--- src/rtl/uart_tx_gen2.sv ---
// UART transmitter: start, DATA_WIDTH data bits LSB first, optional parity, one or two stop bits.
// Define UART_TX_HOLD_EN to add a one-word holding register for gap-free back-to-back frames.
module uart_tx_gen2 #(
    parameter int DATA_WIDTH = 8,
    parameter int PRESCALE_W = 16
) (
    input  logic                  CLK,
    input  logic                  RST,
    input  logic [DATA_WIDTH-1:0] P_DATA,
    input  logic                  DATA_VALID,
    output logic                  DATA_READY,
    input  logic                  PAR_EN,
    input  logic                  PAR_TYP,
    input  logic                  STOP2,
    input  logic [PRESCALE_W-1:0] PRESCALE,
    output logic                  BUSY,
    output logic                  TX_OUT
);

    typedef enum logic [2:0] {ST_IDLE, ST_START, ST_DATA, ST_PARITY, ST_STOP} state_t;

    localparam logic [3:0] LAST_BIT = 4'(DATA_WIDTH - 1);

    state_t                  state_q, state_d;
    logic [PRESCALE_W-1:0]   cnt_q, cnt_d, pre_q, pre_d;
    logic [DATA_WIDTH-1:0]   sh_q, sh_d;
    logic [3:0]              bit_q, bit_d;
    logic                    stop_q, stop_d;
    logic                    par_en_q, par_en_d, par_bit_q, par_bit_d, stop2_q, stop2_d;
    logic                    tx_q, tx_d, busy_q, busy_d, ready_q, ready_d;

    logic                    accept, bit_done, frame_end, load_in, load_hold, load;
    logic [DATA_WIDTH-1:0]   src_data;
    logic [PRESCALE_W-1:0]   src_pre;
    logic                    src_par_en, src_par_bit, src_stop2, in_par_bit;

    always_comb begin
        accept     = DATA_VALID & ready_q;
        bit_done   = (cnt_q == '0);
        frame_end  = (state_q == ST_STOP) && bit_done && (stop_q == stop2_q);
        in_par_bit = (^P_DATA) ^ PAR_TYP;
    end

`ifdef UART_TX_HOLD_EN
    logic                  hold_valid_q, hold_valid_d;
    logic [DATA_WIDTH-1:0] hold_data_q, hold_data_d;
    logic [PRESCALE_W-1:0] hold_pre_q, hold_pre_d;
    logic                  hold_par_en_q, hold_par_en_d, hold_par_bit_q, hold_par_bit_d;
    logic                  hold_stop2_q, hold_stop2_d;

    // A word offered on the last stop edge goes straight to the shifter; otherwise it waits in the hold slot.
    always_comb begin
        load_hold      = frame_end & hold_valid_q;
        load_in        = accept & ((state_q == ST_IDLE) | frame_end);
        hold_valid_d   = hold_valid_q;
        hold_data_d    = hold_data_q;
        hold_pre_d     = hold_pre_q;
        hold_par_en_d  = hold_par_en_q;
        hold_par_bit_d = hold_par_bit_q;
        hold_stop2_d   = hold_stop2_q;
        if (accept && !load_in) begin
            hold_valid_d   = 1'b1;
            hold_data_d    = P_DATA;
            hold_pre_d     = PRESCALE;
            hold_par_en_d  = PAR_EN;
            hold_par_bit_d = in_par_bit;
            hold_stop2_d   = STOP2;
        end else if (load_hold) begin
            hold_valid_d = 1'b0;
        end
        src_data    = load_hold ? hold_data_q    : P_DATA;
        src_pre     = load_hold ? hold_pre_q     : PRESCALE;
        src_par_en  = load_hold ? hold_par_en_q  : PAR_EN;
        src_par_bit = load_hold ? hold_par_bit_q : in_par_bit;
        src_stop2   = load_hold ? hold_stop2_q   : STOP2;
    end

    always_ff @(posedge CLK) begin
        if (RST) begin
            hold_valid_q   <= 1'b0;
            hold_data_q    <= '0;
            hold_pre_q     <= '0;
            hold_par_en_q  <= 1'b0;
            hold_par_bit_q <= 1'b0;
            hold_stop2_q   <= 1'b0;
        end else begin
            hold_valid_q   <= hold_valid_d;
            hold_data_q    <= hold_data_d;
            hold_pre_q     <= hold_pre_d;
            hold_par_en_q  <= hold_par_en_d;
            hold_par_bit_q <= hold_par_bit_d;
            hold_stop2_q   <= hold_stop2_d;
        end
    end
`else
    always_comb begin
        load_hold   = 1'b0;
        load_in     = accept;
        src_data    = P_DATA;
        src_pre     = PRESCALE;
        src_par_en  = PAR_EN;
        src_par_bit = in_par_bit;
        src_stop2   = STOP2;
    end
`endif

    assign load = load_in | load_hold;

    always_comb begin
        state_d = state_q;
        unique case (state_q)
            ST_IDLE:   if (load_in) state_d = ST_START;
            ST_START:  if (bit_done) state_d = ST_DATA;
            ST_DATA:   if (bit_done && bit_q == LAST_BIT) state_d = par_en_q ? ST_PARITY : ST_STOP;
            ST_PARITY: if (bit_done) state_d = ST_STOP;
            ST_STOP:   if (frame_end) state_d = load ? ST_START : ST_IDLE;
            default:   state_d = ST_IDLE;
        endcase
    end

    always_comb begin
        cnt_d     = cnt_q;
        pre_d     = pre_q;
        sh_d      = sh_q;
        bit_d     = bit_q;
        stop_d    = stop_q;
        par_en_d  = par_en_q;
        par_bit_d = par_bit_q;
        stop2_d   = stop2_q;
        if (load) begin
            cnt_d     = src_pre;
            pre_d     = src_pre;
            sh_d      = src_data;
            bit_d     = '0;
            stop_d    = 1'b0;
            par_en_d  = src_par_en;
            par_bit_d = src_par_bit;
            stop2_d   = src_stop2;
        end else if (state_q != ST_IDLE) begin
            if (bit_done) begin
                cnt_d = pre_q;
                if (state_q == ST_DATA) begin
                    sh_d  = sh_q >> 1;
                    bit_d = bit_q + 4'd1;
                end
                if (state_q == ST_STOP) stop_d = 1'b1;
            end else begin
                cnt_d = cnt_q - PRESCALE_W'(1);
            end
        end
    end

    always_comb begin
        unique case (state_d)
            ST_START:  tx_d = 1'b0;
            ST_DATA:   tx_d = sh_d[0];
            ST_PARITY: tx_d = par_bit_d;
            default:   tx_d = 1'b1;
        endcase
        busy_d = (state_d != ST_IDLE);
`ifdef UART_TX_HOLD_EN
        ready_d = ~hold_valid_d;
`else
        ready_d = (state_d == ST_IDLE);
`endif
    end

    always_ff @(posedge CLK) begin
        if (RST) begin
            state_q   <= ST_IDLE;
            cnt_q     <= '0;
            pre_q     <= '0;
            sh_q      <= '0;
            bit_q     <= '0;
            stop_q    <= 1'b0;
            par_en_q  <= 1'b0;
            par_bit_q <= 1'b0;
            stop2_q   <= 1'b0;
            tx_q      <= 1'b1;
            busy_q    <= 1'b0;
            ready_q   <= 1'b0;
        end else begin
            state_q   <= state_d;
            cnt_q     <= cnt_d;
            pre_q     <= pre_d;
            sh_q      <= sh_d;
            bit_q     <= bit_d;
            stop_q    <= stop_d;
            par_en_q  <= par_en_d;
            par_bit_q <= par_bit_d;
            stop2_q   <= stop2_d;
            tx_q      <= tx_d;
            busy_q    <= busy_d;
            ready_q   <= ready_d;
        end
    end

    assign TX_OUT     = tx_q;
    assign BUSY       = busy_q;
    assign DATA_READY = ready_q;

endmodule

--- config.mk ---
export PLATFORM = sky130hd
export DESIGN_NAME = uart_tx_gen2
export DESIGN_NICKNAME = d
export VERILOG_FILES = /design/src/rtl/uart_tx_gen2.sv
export SDC_FILE = /design/constraint.sdc
export NUM_CORES = 1
export LEC_CHECK = 0
export BUFFER_PORTS_ARGS = -buffer_cell sky130_fd_sc_hd__buf_2
export CORE_MARGIN = 2
export CORE_UTILIZATION = 28
export CTS_CLUSTER_DIAMETER = 30
export DETAILED_ROUTE_END_ITERATION = 16
export GPL_TIMING_DRIVEN = 0
export PLACE_DENSITY = 0.49
export SLEW_MARGIN = 20
export SYNTH_ARGS = -nofsm -noshare
export SYNTH_HDL_FRONTEND = slang
export SYNTH_SLANG_ARGS = --single-unit
--- constraint.sdc ---
create_clock -name CLK -period 2.88 [get_ports CLK]
set_input_delay 0.144 -clock CLK [delete_from_list [all_inputs] [get_ports CLK]]
set_output_delay 0.144 -clock CLK [all_outputs]
set_load 0.01 [all_outputs]
**Word-level counts from Yosys, hierarchy flattened**

Cells that the tools add are included.
Widths: inputs -> output; s select.

- Logic and storage cells: 59
- Bits in registers: 54

- Eq/ne operators: 9
- Reduce and logical (&&, ||, !) cells: 16
- Bitwise logic cells: 2
- $add $sub $neg: 2
- Muxes and demuxes: 17

Operator list:

| kind | count |
|---|---|
| $mux 16 | 3 |
| $mux 8 | 4 |
| $mux 3 | 6 |
| $logic_not 16->1 | 1 |
| $sub 16x1->16 const B | 1 |
| $pmux 3 s5 | 1 |
| $eq 3x2->1 const B | 4 |
| $reduce_and 3->1 | 3 |
| $reduce_xor 8->1 | 1 |
| $eq 3x1->1 const B | 2 |
| $logic_not 3->1 | 2 |
| $reduce_bool 2->1 | 3 |
| $reduce_bool 3->1 | 2 |
| $add 4x1->4 const B | 1 |
| $eq 4x3->1 const B | 1 |
| $eq 3x3->1 const B | 1 |
| $logic_and 1x1->1 | 3 |
| $pmux 1 s3 | 1 |
| $mux 1 | 2 |
| $reduce_or 2->1 | 1 |
| $and 1x1->1 | 1 |
| $eq 1x1->1 | 1 |
| $xor 1x1->1 | 1 |

**Longest topological paths before layout**

Gate-level depths: netlist of the first run.

- Depth in word-level cells: 7
- Mapped depth: 10
- Mapped depth without buffers: 8

**Least setup slack after synthesis of the first run**

OpenSTA, ideal clock, no wires.

- Path type: register to register
- Start point: register cnt_q[0]
- End point: register tx_q, in the netlist TX_OUT
- Slack: 0.834 ns
- Arrival time: 1.982 ns
- Cell stages (with the launch flop): 10
- Period minus slack after synthesis: 2.046 ns
- Path buffers: 1
- Library setup time: 0.065 ns
- Path through: dfxtp_1 > inv_1 > ha_1 > nor3b_2 > nand4_2 > or2_0 > clkbuf_1 > a221o_1 > a211o_1 > nand4b_1

- Word-level cells in the longest chain between the ends: 7
- Elaborated cells between the ends (all ways): 16

RTL lines:

| what | RTL line | source |
|---|---|---|
| start, declared | 25 | `logic [PRESCALE_W-1:0] cnt_q, cnt_d, pre_q, pre_d;` |
| start signal, assigned | 184 | `cnt_q <= cnt_d;` |
| $logic_not 16->1 (*) | 39 | `bit_done = (cnt_q == '0);` |
| $logic_and 1x1->1 (2 in series) | 40 | `frame_end = (state_q == ST_STOP) && bit_done && (stop_q == stop2_q);` |
| $mux 3 | 116 | `ST_STOP: if (frame_end) state_d = load ? ST_START : ST_IDLE;` |
| $pmux 3 s5 | 111 | `unique case (state_q)` |
| $eq 3x2->1 or $eq 3x1->1 (tied branches) | 154 | `unique case (state_d)` |
| $pmux 1 s3 (*) | 154 |  |
| end signal, assigned | 192 | `tx_q <= tx_d;` |
| end, declared | 30 | `logic tx_q, tx_d, busy_q, busy_d, ready_q, ready_d;` |

Mark *: on every way between the ends. The rest lies on a longest branch, timed or not. The select of a mux whose other input is x is not followed.
A chain may end at the register's enable or synchronous reset.

**Worst setup path in the final report of the first run**

- Start point: register cnt_q[0]
- End point: register busy_q, in the netlist BUSY

- Word-level cells in the longest chain between the ends: 6
- Elaborated cells between the ends (all ways): 10

RTL lines:

| what | RTL line | source |
|---|---|---|
| $logic_not 16->1 (*) | 39 |  |
| $logic_and 1x1->1 (2 in series) | 40 |  |
| $mux 3 | 116 |  |
| $pmux 3 s5 (*) | 111 |  |
| $reduce_bool 3->1 (*) | 160 | `busy_d = (state_d != ST_IDLE);` |
| end signal, assigned | 193 | `busy_q <= busy_d;` |
| end, declared | 30 |  |

Mark *: on every way between the ends. The rest lies on a longest branch, timed or not.

==> key figures, run 1 <==
Detailed routing
  – DRT Pass-1 Iters: 4
  – Wire per inst: ~15 microns
  – WL final: approximately 7100 microns
  – Starting DRC count in detailed routing: 104
  – Antenna-violating nets left: 0
  – DR vias: 2348
  – DRC errors left: 0
  – Via/cell ratio: approximately 5.0

Worst setup path
  – Startpoint Class: register
  – Crit path capture type: register
  – Crit Path Max Fanout: 6
  – R2R cell count: 9
  – Worst r2r dst: BUSY
  – R2R Setup Slk: approximately 0.45 ns
  – Worst endpoint required time: between 3 and 4 ns
  – Worst Path Arrival: around 2.6 ns
  – WS Path Type: reg -> reg
  – Critical R2R Launch: cnt_q[0]

STA
  – Relative slew slack: 52.5%
  – Fmax: between 400 and 500 MHz
  – Tcrit/Tclk final: 84.3%
  – Minimum clock period: between 2 and 2.5 ns
  – Pins Over Slew Limit: 0
  – Final setup TNS: 0 ns
  – Clk_skew: 0.00896 ns
  – Worst-Margin Slew: 0.706 ns
  – Hold Vio Cnt, Final: 0
  – RSZ-0062 raised after global routing: no
  – Final Setup Violations: 0

Min path
  – Hold_sp: PAR_EN
  – Hold Path Depth: 3
  – Worst Hold End: par_en_q
  – Type of the most critical hold path: in -> reg

Global routing
  – Largest net degree at the start of global routing: 16
  – Grt total ovfl: 0
  – Vias in the first global route: between 2000 and 2500
  – First-pass GRT wire length: 11600 microns
  – GRT Util Overall: about 15%
  – Initial antenna violation count: 0

Synthesis
  – Async SR Flop Fraction: 0%
  – Post-synth top area cell: dfxtp_1
  – Post-synth top area share: around two fifths
  – Ys Warns: 0
  – Ranking of synthesized cells by area: dfxtp_1 41%, nand2_1 7.1%, a21oi_1 6.7%
  – Cell Area, Synth: ~2600 sq um
  – Post-synthesis sequential area ratio: between 40% and 50%
  – Main synth FF type: dfxtp_1
  – Top-count cell post-synth: dfxtp_1
  – Synth unique cells: between 50 and 60
  – Post-synth EDFFs: 0
  – Syn Inst Count: 319
  – FF+latch count, synth: 54
  – Synth cell count leaders: 54 x dfxtp_1, 50 x nand2_1, 35 x a21oi_1
  – Mean post-synth cell area: ~8.3 sq um
  – Mapped Nets: between 300 and 400

CTS
  – Reg clk slew, reported paths: 0.10 ns
  – Post-CTS Setup Repair Bufs: 0
  – CTS Sinks: 54
  – Root buf cell: clkbuf_8
  – H-tree depth: 2
  – Clock latency on the worst-skew pair: ~0.30 ns
  – TritonCTS Buffers: 5
  – CTS tree: yes
  – Clk buf depth: 2
  – Hold Buf Count CTS: 0
  – Post-CTS Resized: 0

Place
  – PortBufs: 32
  – Routability cong.: between 0.8 and 0.9
  – Placed Area: between 2000 and 3000 sq um
  – HPWL after detailed placement: 5160 microns

Floorplanning
  – I/O pin cnt: 33
  – Initial core utilization: approximately 29%
  – Rows: 35
  – Die area: 10200 sq um
  – Die height: 101 microns
  – Die X: 101 microns
  – CORE AREA: 9200 sq um

Power
  – Total power: 2.95 mW
  – Power per cell area: slightly below 1000 nW/um^2
  – Leak: about 1.1 nW
  – Worst VDD drop: 0.000262 V

Layout
  – Final core occ: between 30 and 40%
  – Antenna cell count: 0
  – Nets: 390
  – Post-route cell area: around 3000 sq um
  – P&R area growth vs syn: 15.0%
  – Share of cells above drive strength 1: roughly 14%

Status
  – Outcome: finished clean

Run
  – Max-cap violations: 0
-- power breakdown --
group / switching, mW / internal [mW]
sequential: 0.153 / 0.927
clock: 0.244 / 0.195
combinational: 0.881 / 0.547
total: 1.28 / 1.67
-- registers in the layout, summed over array words and instances, names as in the netlist --
| name | cells |
|---|---|
| BUSY | 1 |
| DATA_READY | 1 |
| TX_OUT | 1 |
| bit_q | 4 |
| cnt_q | 16 |
| par_bit_q | 1 |
| par_en_q | 1 |
| pre_q | 16 |
| sh_q | 8 |
| state_q | 3 |
| stop2_q | 1 |
| stop_q | 1 |
-- worst max-delay path by stage --
| stage | start | end | slack [ns] | cells after the start |
|---|---|---|---|---|
| after floorplan | cnt_q[0] | TX_OUT | 0.83 | 9 |
| final | cnt_q[0] | BUSY | 0.45 | 9 |
| after global routing | cnt_q[0] | BUSY | 0.23 | 9 |
| after global placement | cnt_q[0] | TX_OUT | 0.47 | 9 |
| after CTS | cnt_q[0] | TX_OUT | 0.46 | 9 |
| after detailed placement | cnt_q[0] | TX_OUT | 0.49 | 9 |
-- placed cells by master (no fill, tap or decap), drive strengths merged, types with 3 or more instances in the layout --
| master | synthesis | layout |
|---|---|---|
| nor3 | 8 | 8 |
| and2 | 3 | 3 |
| xnor2 | 6 | 6 |
| o21a | 3 | 3 |
| inv | 6 | 6 |
| nor2b | 4 | 4 |
| dfxtp | 54 | 54 |
| mux2i | 11 | 11 |
| a211oi | 11 | 11 |
| a311oi | 5 | 5 |
| o211ai | 3 | 3 |
| nand3b | 7 | 7 |
| buf | 6 | 38 |
| clkbuf | 16 | 23 |
| or3 | 4 | 4 |
| nand4 | 3 | 3 |
| o221ai | 4 | 4 |
| nor2 | 34 | 34 |
| xor2 | 4 | 4 |
| o21ai | 7 | 7 |
| nand2b | 3 | 3 |
| nor4 | 4 | 4 |
| a21oi | 35 | 35 |
| nand2 | 50 | 50 |
| o22ai | 3 | 3 |
-- worst max-delay path: stages, from the launching register on --
cell and delay, ns:
dfxtp_1 0.36, inv_1 0.07, ha_1 0.18, nor3b_2 0.32, nand4_2 0.24, or2_0 0.25, clkbuf_1 0.19, a221o_1 0.42
nor2_1 0.19, a21oi_1 0.09
-- layer usage --
metal  wire length (microns)  track usage [%]  part of all wire [%]
met5                       0                0                     0
met2                    3230             24.4                    45
met1                    3490             19.8                    49
met3                     257             2.15                   3.6
met4                     130             4.78                   1.8
-- area by class of cell --
cell class / count / area (sq um)
Clock buffer: 7 / 86.3
Inverter: 6 / 22.5
Tap cell: 111 / 139
Fill cell: 1005 / 6170
Clock inverter: 1 / 5.00
Sequential cell: 54 / 1080
Multi-Input combinational cell: 237 / 1440
Timing Repair Buffer: 32 / 160
Buffer: 22 / 95.1
-- cell families after synthesis --
family          synth area share, %
mux                            4.18
fa+ha+maj                     0.950
flops                          41.1
compound gates                 20.7
xor+xnor                       4.18
buf+inv                        4.47
simple gates                   24.5
-- through the flow --
step	setup WS, ns	cells	hold slack [ns]
floorplan	0.834	319	0.268
global placement	0.466	462	0.399
detailed placement	0.487	462	0.406
CTS	0.463	470	0.0734
global route	0.227	470	0.0744
finish	0.453	470	0.0780
Note: power is estimated with default switching activity, not from simulation.
==> run 2, diff against run 1 <==
--- a/config.mk
+++ b/config.mk
@@ -11,7 +11,7 @@
 export CTS_CLUSTER_DIAMETER = 30
 export DETAILED_ROUTE_END_ITERATION = 16
 export GPL_TIMING_DRIVEN = 0
-export PLACE_DENSITY = 0.49
+export PLACE_DENSITY = 0.51
 export SLEW_MARGIN = 20
 export SYNTH_ARGS = -nofsm -noshare
 export SYNTH_HDL_FRONTEND = slang
==> constraint.sdc (replaced) <==
create_clock -name CLK -period 2.2 [get_ports CLK]
set_input_delay 0.11 -clock CLK [delete_from_list [all_inputs] [get_ports CLK]]
set_output_delay 0.11 -clock CLK [all_outputs]
set_load 0.01 [all_outputs]
==> key figures, run 2 (synthesis gave the netlist of run 1 again) <==
STA
  – Final Setup Violations: 0 (unchanged)
  – Relative slew slack: 58.2% (+5.7 points)
  – Fmax: 460 MHz (+12%)
  – Worst-Margin Slew: 0.624 ns (-0.0817 ns)
  – RSZ-0062 raised after global routing: yes
  – Minimum clock period: 2.17 ns (-0.253 ns)
  – Tcrit/Tclk final: 98.9% (+15 points)
  – Hold Vio Cnt, Final: 0 (unchanged)
  – Pins Over Slew Limit: 0 (unchanged)
  – Clk_skew: 0.00735 ns (-0.00160 ns)

Place
  – HPWL after detailed placement: 5210 microns (+0.90%)
  – PortBufs: 32 (unchanged)
  – Routability cong.: 0.788 (-2.3%)

Detailed routing
  – DR vias: 2392 (+1.9%)
  – DRT Pass-1 Iters: 5 (+1)
  – Via/cell ratio: 5.06 (+1.2%)
  – Wire per inst: 15.3 microns (+1.4%)
  – DRC errors left: 0 (unchanged)
  – Starting DRC count in detailed routing: 77 (-26%)
  – WL final: 7250 microns (+2.0%)
  – Antenna-violating nets left: 0 (unchanged)

Global routing
  – Largest net degree at the start of global routing: 16 (unchanged)
  – Initial antenna violation count: 0 (unchanged)
  – Vias in the first global route: 2317 (+3.5%)
  – First-pass GRT wire length: 11900 microns (+2.3%)
  – Grt total ovfl: 0 (unchanged)
  – GRT Util Overall: 14.9% (+0.13 points)

CTS
  – TritonCTS Buffers: 5 (unchanged)
  – Hold Buf Count CTS: 0 (unchanged)
  – CTS Sinks: 54 (unchanged)
  – Root buf cell: clkbuf_8
  – CTS tree: yes
  – Reg clk slew, reported paths: 0.10 ns (about the same)
  – Clock latency on the worst-skew pair: 0.31 ns (about the same)
  – H-tree depth: 2 (unchanged)
  – Clk buf depth: 2 (unchanged)

Layout
  – Most common cell after layout, fill and taps aside: dfxtp_1
  – P&R area growth vs syn: 19.5%
  – Final core occ: 34.2% (+1.3 points)
  – Biggest regs: cnt_q: 16 flops, pre_q: 16 flops, sh_q: 8 flops
  – Antenna cell count: 0 (unchanged)
  – Nets: 393 (+0.77%)
  – # fillers: 995 (-1.0%)
  – Most frequent cells in the layout: 52 x dfxtp_1, 50 x nand2_1, 35 x buf_2
  – Share of cells above drive strength 1: 18.8% (+4.3 points)

Worst setup path
  – Crit path capture type: register
  – Startpoint Class: register
  – CP max stage delay: 0.40 ns (-0.02 ns)
  – CP max-delay cell: a221o_1
  – Crit Path Max Fanout: 5 (-1)
  – Worst Path Arrival: 2.43 ns (-0.17 ns)
  – CP cell instances: inv_2 > ha_4 > nor3b_4 > nand4_4 > or2_4 > a221o_1 > a211o_1 > nand4b_1
  – Worst endpoint required time: 2.45 ns (-0.60 ns)
  – Buf+Inv Stages, Crit Path: 1 (-1)
  – WS Path Type: reg -> reg
  – Critical path's top delay family: simple AND/OR/NAND/NOR gates

Min path
  – Type of the most critical hold path: in -> reg

Status
  – Outcome: finished clean

Power
  – Leak: 1.14 nW (+3.8%)
  – Total power: 4.23 mW (+44%)
  – Worst VDD drop: 0.000418 V (+59%)
  – Power per cell area: 1350 nW/um^2 (+38%)

Floorplanning
  – Initial core utilization: 28.6% (unchanged)
  – Die height: 101 microns (unchanged)
  – Die area: 10200 sq um (unchanged)
  – Die X: 101 microns (unchanged)
  – CORE AREA: 9200 sq um (unchanged)
  – Rows: 35 (unchanged)
  – I/O pin cnt: 33 (unchanged)

Run
  – Max-cap violations: 0 (unchanged)
-- run 2: worst min-delay path, stage by stage --
cell and delay, ns:
buf_2 0.10, nand2_1 0.05, a21oi_1 0.05
-- run 2: cell type report --
class,count,area [sq um],area share (%)
buffer,20,87.6,2.78
clock buffer,7,76.3,2.43
clock inverter,1,30.0,0.955
inverter,6,22.5,0.716
multi-input combinational,237,1510,47.9
sequential,54,1090,34.5
tap,111,139,4.42
timing repair buffer,37,198,6.28
-- run 2: final timing paths --
path	start	slack, ns	cells past startpoint	end
max	cnt_q[1]	0.03	8	TX_OUT
min	PRESCALE[2]	0.04	3	pre_q[2]
max reg2reg	cnt_q[1]	0.03	8	TX_OUT
min reg2reg	pre_q[2]	0.46	2	pre_q[2]
-- run 2: repair_timing --
action                                  4_1_cts  5_1_grt
setup buffers                                 1        4
pin swaps                                     1        7
gates cloned                                  0        0
resized for setup                             9       11
endpoints found under the setup margin       28       21
-- run 2: routing by layer --
metal | routed length, microns | up-vias | share of wire (%) | GRT usage (%)
met1 | 3560 | 1134 | 49 | 19.5
li1 | - | 1214 | - | -
met3 | 188 | 9 | 2.6 | 2.29
met4 | 120 | 0 | 1.7 | 5.20
met2 | 3390 | 35 | 47 | 24.9
met5 | 0 | - | 0 | 0
-- run 2: report_power, final --
part | leakage [nW] | switching [mW] | internal (mW) | total, mW
Sequential | 0.442 | 0.223 | 1.22 | 1.44
Combinational | 0.642 | 1.24 | 0.879 | 2.12
Clock | 0.0524 | 0.324 | 0.341 | 0.665
-- run 2: metrics by stage --
| stage | instance area (sq um) | worst slack [ns] | hold WS [ns] | std cells | TNS (ns) |
|---|---|---|---|---|---|
| after detailed placement | 2930 | -0.222 | 0.369 | 462 | -2.70 |
| after global routing | 3150 | -0.0758 | 0.0380 | 473 | -0.152 |
| after floorplan | 2630 | 0.154 | 0.234 | 319 | 0 |
| after global placement | 2930 | -0.213 | 0.366 | 462 | -2.32 |
| after CTS | 3080 | -0.00364 | 0.0313 | 469 | -0.00782 |
| final | 3150 | 0.0253 | 0.0382 | 473 | 0 |
==> run 3, diff against run 2 <==
==> constraint.sdc (replaced) <==
create_clock -name CLK -period 1.96 [get_ports CLK]
set_input_delay 0.098 -clock CLK [delete_from_list [all_inputs] [get_ports CLK]]
set_output_delay 0.098 -clock CLK [all_outputs]
set_load 0.01 [all_outputs]
==> key figures, run 3 (synthesis gave the netlist of run 1 again) <==
CTS
  – Clk buf depth: 2 (unchanged)
  – Reg clk slew, reported paths: 0.10 ns (about the same)
  – TritonCTS Buffers: 5 (unchanged)
  – CTS tree: yes
  – H-tree depth: 2 (unchanged)
  – Clock latency on the worst-skew pair: 0.31 ns (about the same)
  – Root buf cell: clkbuf_8
  – CTS Sinks: 54 (unchanged)

Power
  – Worst VDD drop: 0.000481 V (+15%)
  – Total power: 5.25 mW (+24%)
  – Leak: 1.24 nW (+9.1%)
  – Power per cell area: 1560 nW/um^2 (+16%)

Floorplanning
  – Initial core utilization: 28.6% (unchanged)
  – Die X: 101 microns (unchanged)
  – Die area: 10200 sq um (unchanged)
  – I/O pin cnt: 33 (unchanged)
  – Rows: 35 (unchanged)
  – Die height: 101 microns (unchanged)
  – CORE AREA: 9200 sq um (unchanged)

Detailed routing
  – DRC errors left: 0 (unchanged)
  – Wire per inst: 15.1 microns (-1.7%)
  – Antenna-violating nets left: 0 (unchanged)
  – Via/cell ratio: 5.04 (-0.40%)
  – DR vias: 2468 (+3.2%)
  – Starting DRC count in detailed routing: 88 (+14%)
  – WL final: 7380 microns (+1.8%)
  – DRT Pass-1 Iters: 4 (-1)

Place
  – Routability cong.: 0.812 (+3.0%)
  – HPWL after detailed placement: 5220 microns (+0.28%)
  – PortBufs: 32 (unchanged)
  – Placed Area: 2940 sq um (+0.26%)
  – Dpl cells: 462 (unchanged)
  – Pre-CTS WS: -0.377 ns (-0.155 ns)

STA
  – Post-Route Hold Slack: 0.0312 ns (-0.00708 ns)
  – Final setup margin: -0.161 ns (-0.186 ns)
  – Tcrit/Tclk final: 108% (+9.4 points)
  – RSZ-0062 raised after global routing: yes
  – Worst-Margin Slew: 0.601 ns (-0.0232 ns)
  – Hold Vio Cnt, Final: 0 (unchanged)
  – Pins Over Slew Limit: 0 (unchanged)
  – Relative slew slack: 59.9% (+1.8 points)
  – Minimum clock period: 2.12 ns (-0.0538 ns)
  – Final Setup Violations: 21 (+21)
  – Fmax: 471 MHz (+2.5%)
  – Final setup TNS: -1.74 ns (-1.74 ns)
  – Clk_skew: 0.00726 ns (-0.0000952 ns)

Layout
  – Biggest regs: cnt_q: 16 flops, pre_q: 16 flops, sh_q: 8 flops
  – Most common cell after layout, fill and taps aside: nand2_1
  – Non-filler cells, final: 490 (+3.6%)
  – Final core occ: 36.6% (+2.4 points)
  – # fillers: 961 (-3.4%)
  – P&R area growth vs syn: 27.9%
  – Antenna cell count: 0 (unchanged)
  – Most frequent cells in the layout: 50 x nand2_1, 48 x dfxtp_1, 34 x a21oi_1
  – Share of cells above drive strength 1: 25.9% (+7.1 points)
  – Post-route cell area: 3370 sq um (+7.1%)
  – Nets: 410 (+4.3%)

Worst setup path
  – Worst Path Arrival: 2.29 ns (-0.14 ns)
  – CP max-delay cell: dfxtp_4
  – WS Path Type: reg -> reg
  – CP cell instances: inv_4 > ha_4 > nor3b_4 > nand4_4 > buf_6 > nor4_4 > buf_4 > buf_2 > mux2i_1 > a211oi_1
  – Startpoint Class: register
  – CP max stage delay: 0.37 ns (-0.03 ns)
  – Worst endpoint required time: 2.13 ns (-0.32 ns)
  – Crit Path Max Fanout: 5 (unchanged)
  – Crit path capture type: register

Global routing
  – Vias in the first global route: 2412 (+4.1%)
  – GRT Util Overall: 15.2% (+0.28 points)
  – Largest net degree at the start of global routing: 16 (unchanged)
  – Initial antenna violation count: 0 (unchanged)
  – First-pass GRT wire length: 12100 microns (+2.2%)
  – Grt total ovfl: 0 (unchanged)

Status
  – Outcome: complete, but fails checks
  – Failing checks: negative setup slack

Min path
  – Type of the most critical hold path: in -> reg

Run
  – Max-cap violations: 0 (unchanged)
run 3: final timing paths:
path,startpoint,endpoint,slack (ns),depth (start not counted)
max,cnt_q[0],sh_q[2],-0.16,10
min,PRESCALE[2],pre_q[2],0.03,3
max reg2reg,cnt_q[0],sh_q[2],-0.16,10
min reg2reg,pre_q[10],pre_q[10],0.47,2
run 3: metal layers:
| layer | GRT usage, % | share of wire [%] | vias to the layer above |
|---|---|---|---|
| li1 | - | - | 1253 |
| met1 | 20.1 | 48 | 1162 |
| met2 | 25.2 | 47 | 44 |
| met3 | 2.57 | 3.3 | 9 |
| met4 | 4.68 | 1.3 | 0 |
| met5 | 0 | 0 | - |
run 3: cell type report:
type                    count  area (sq um)  area share (%)
multi-input cells         237          1560            46.4
flip-flops and latches     54          1100            32.5
repair buffers             54           334            9.92
well taps                 111           139            4.12
plain buffers              20           101            3.01
clock buffers               7          76.3            2.27
clock inverters             1          30.0           0.892
inverters                   6          27.5           0.817
run 3: worst max-delay path: cells and delay by family (launching register included):
family                     cells  cell delay (ns)
DFF                            1             0.37
AOI/OAI and AO/OA              1             0.08
muxes                          1             0.19
buffers and inverters          4             0.59
adders and majority gates      1             0.12
and+or+nand+nor                3             0.62
run 3: timing repair:
action / CTS / global route
setup buffers: 14 / 7
pin swaps: 14 / 13
cloned: 0 / 1
setup endpoints to repair: 32 / 34
hold buffers: 0 / 0
gates resized for setup: 27 / 26
run 3: power breakdown:
| group | switching, mW | internal (mW) |
|---|---|---|
| clock network | 0.366 | 0.383 |
| logic | 1.51 | 1.34 |
| registers | 0.268 | 1.38 |
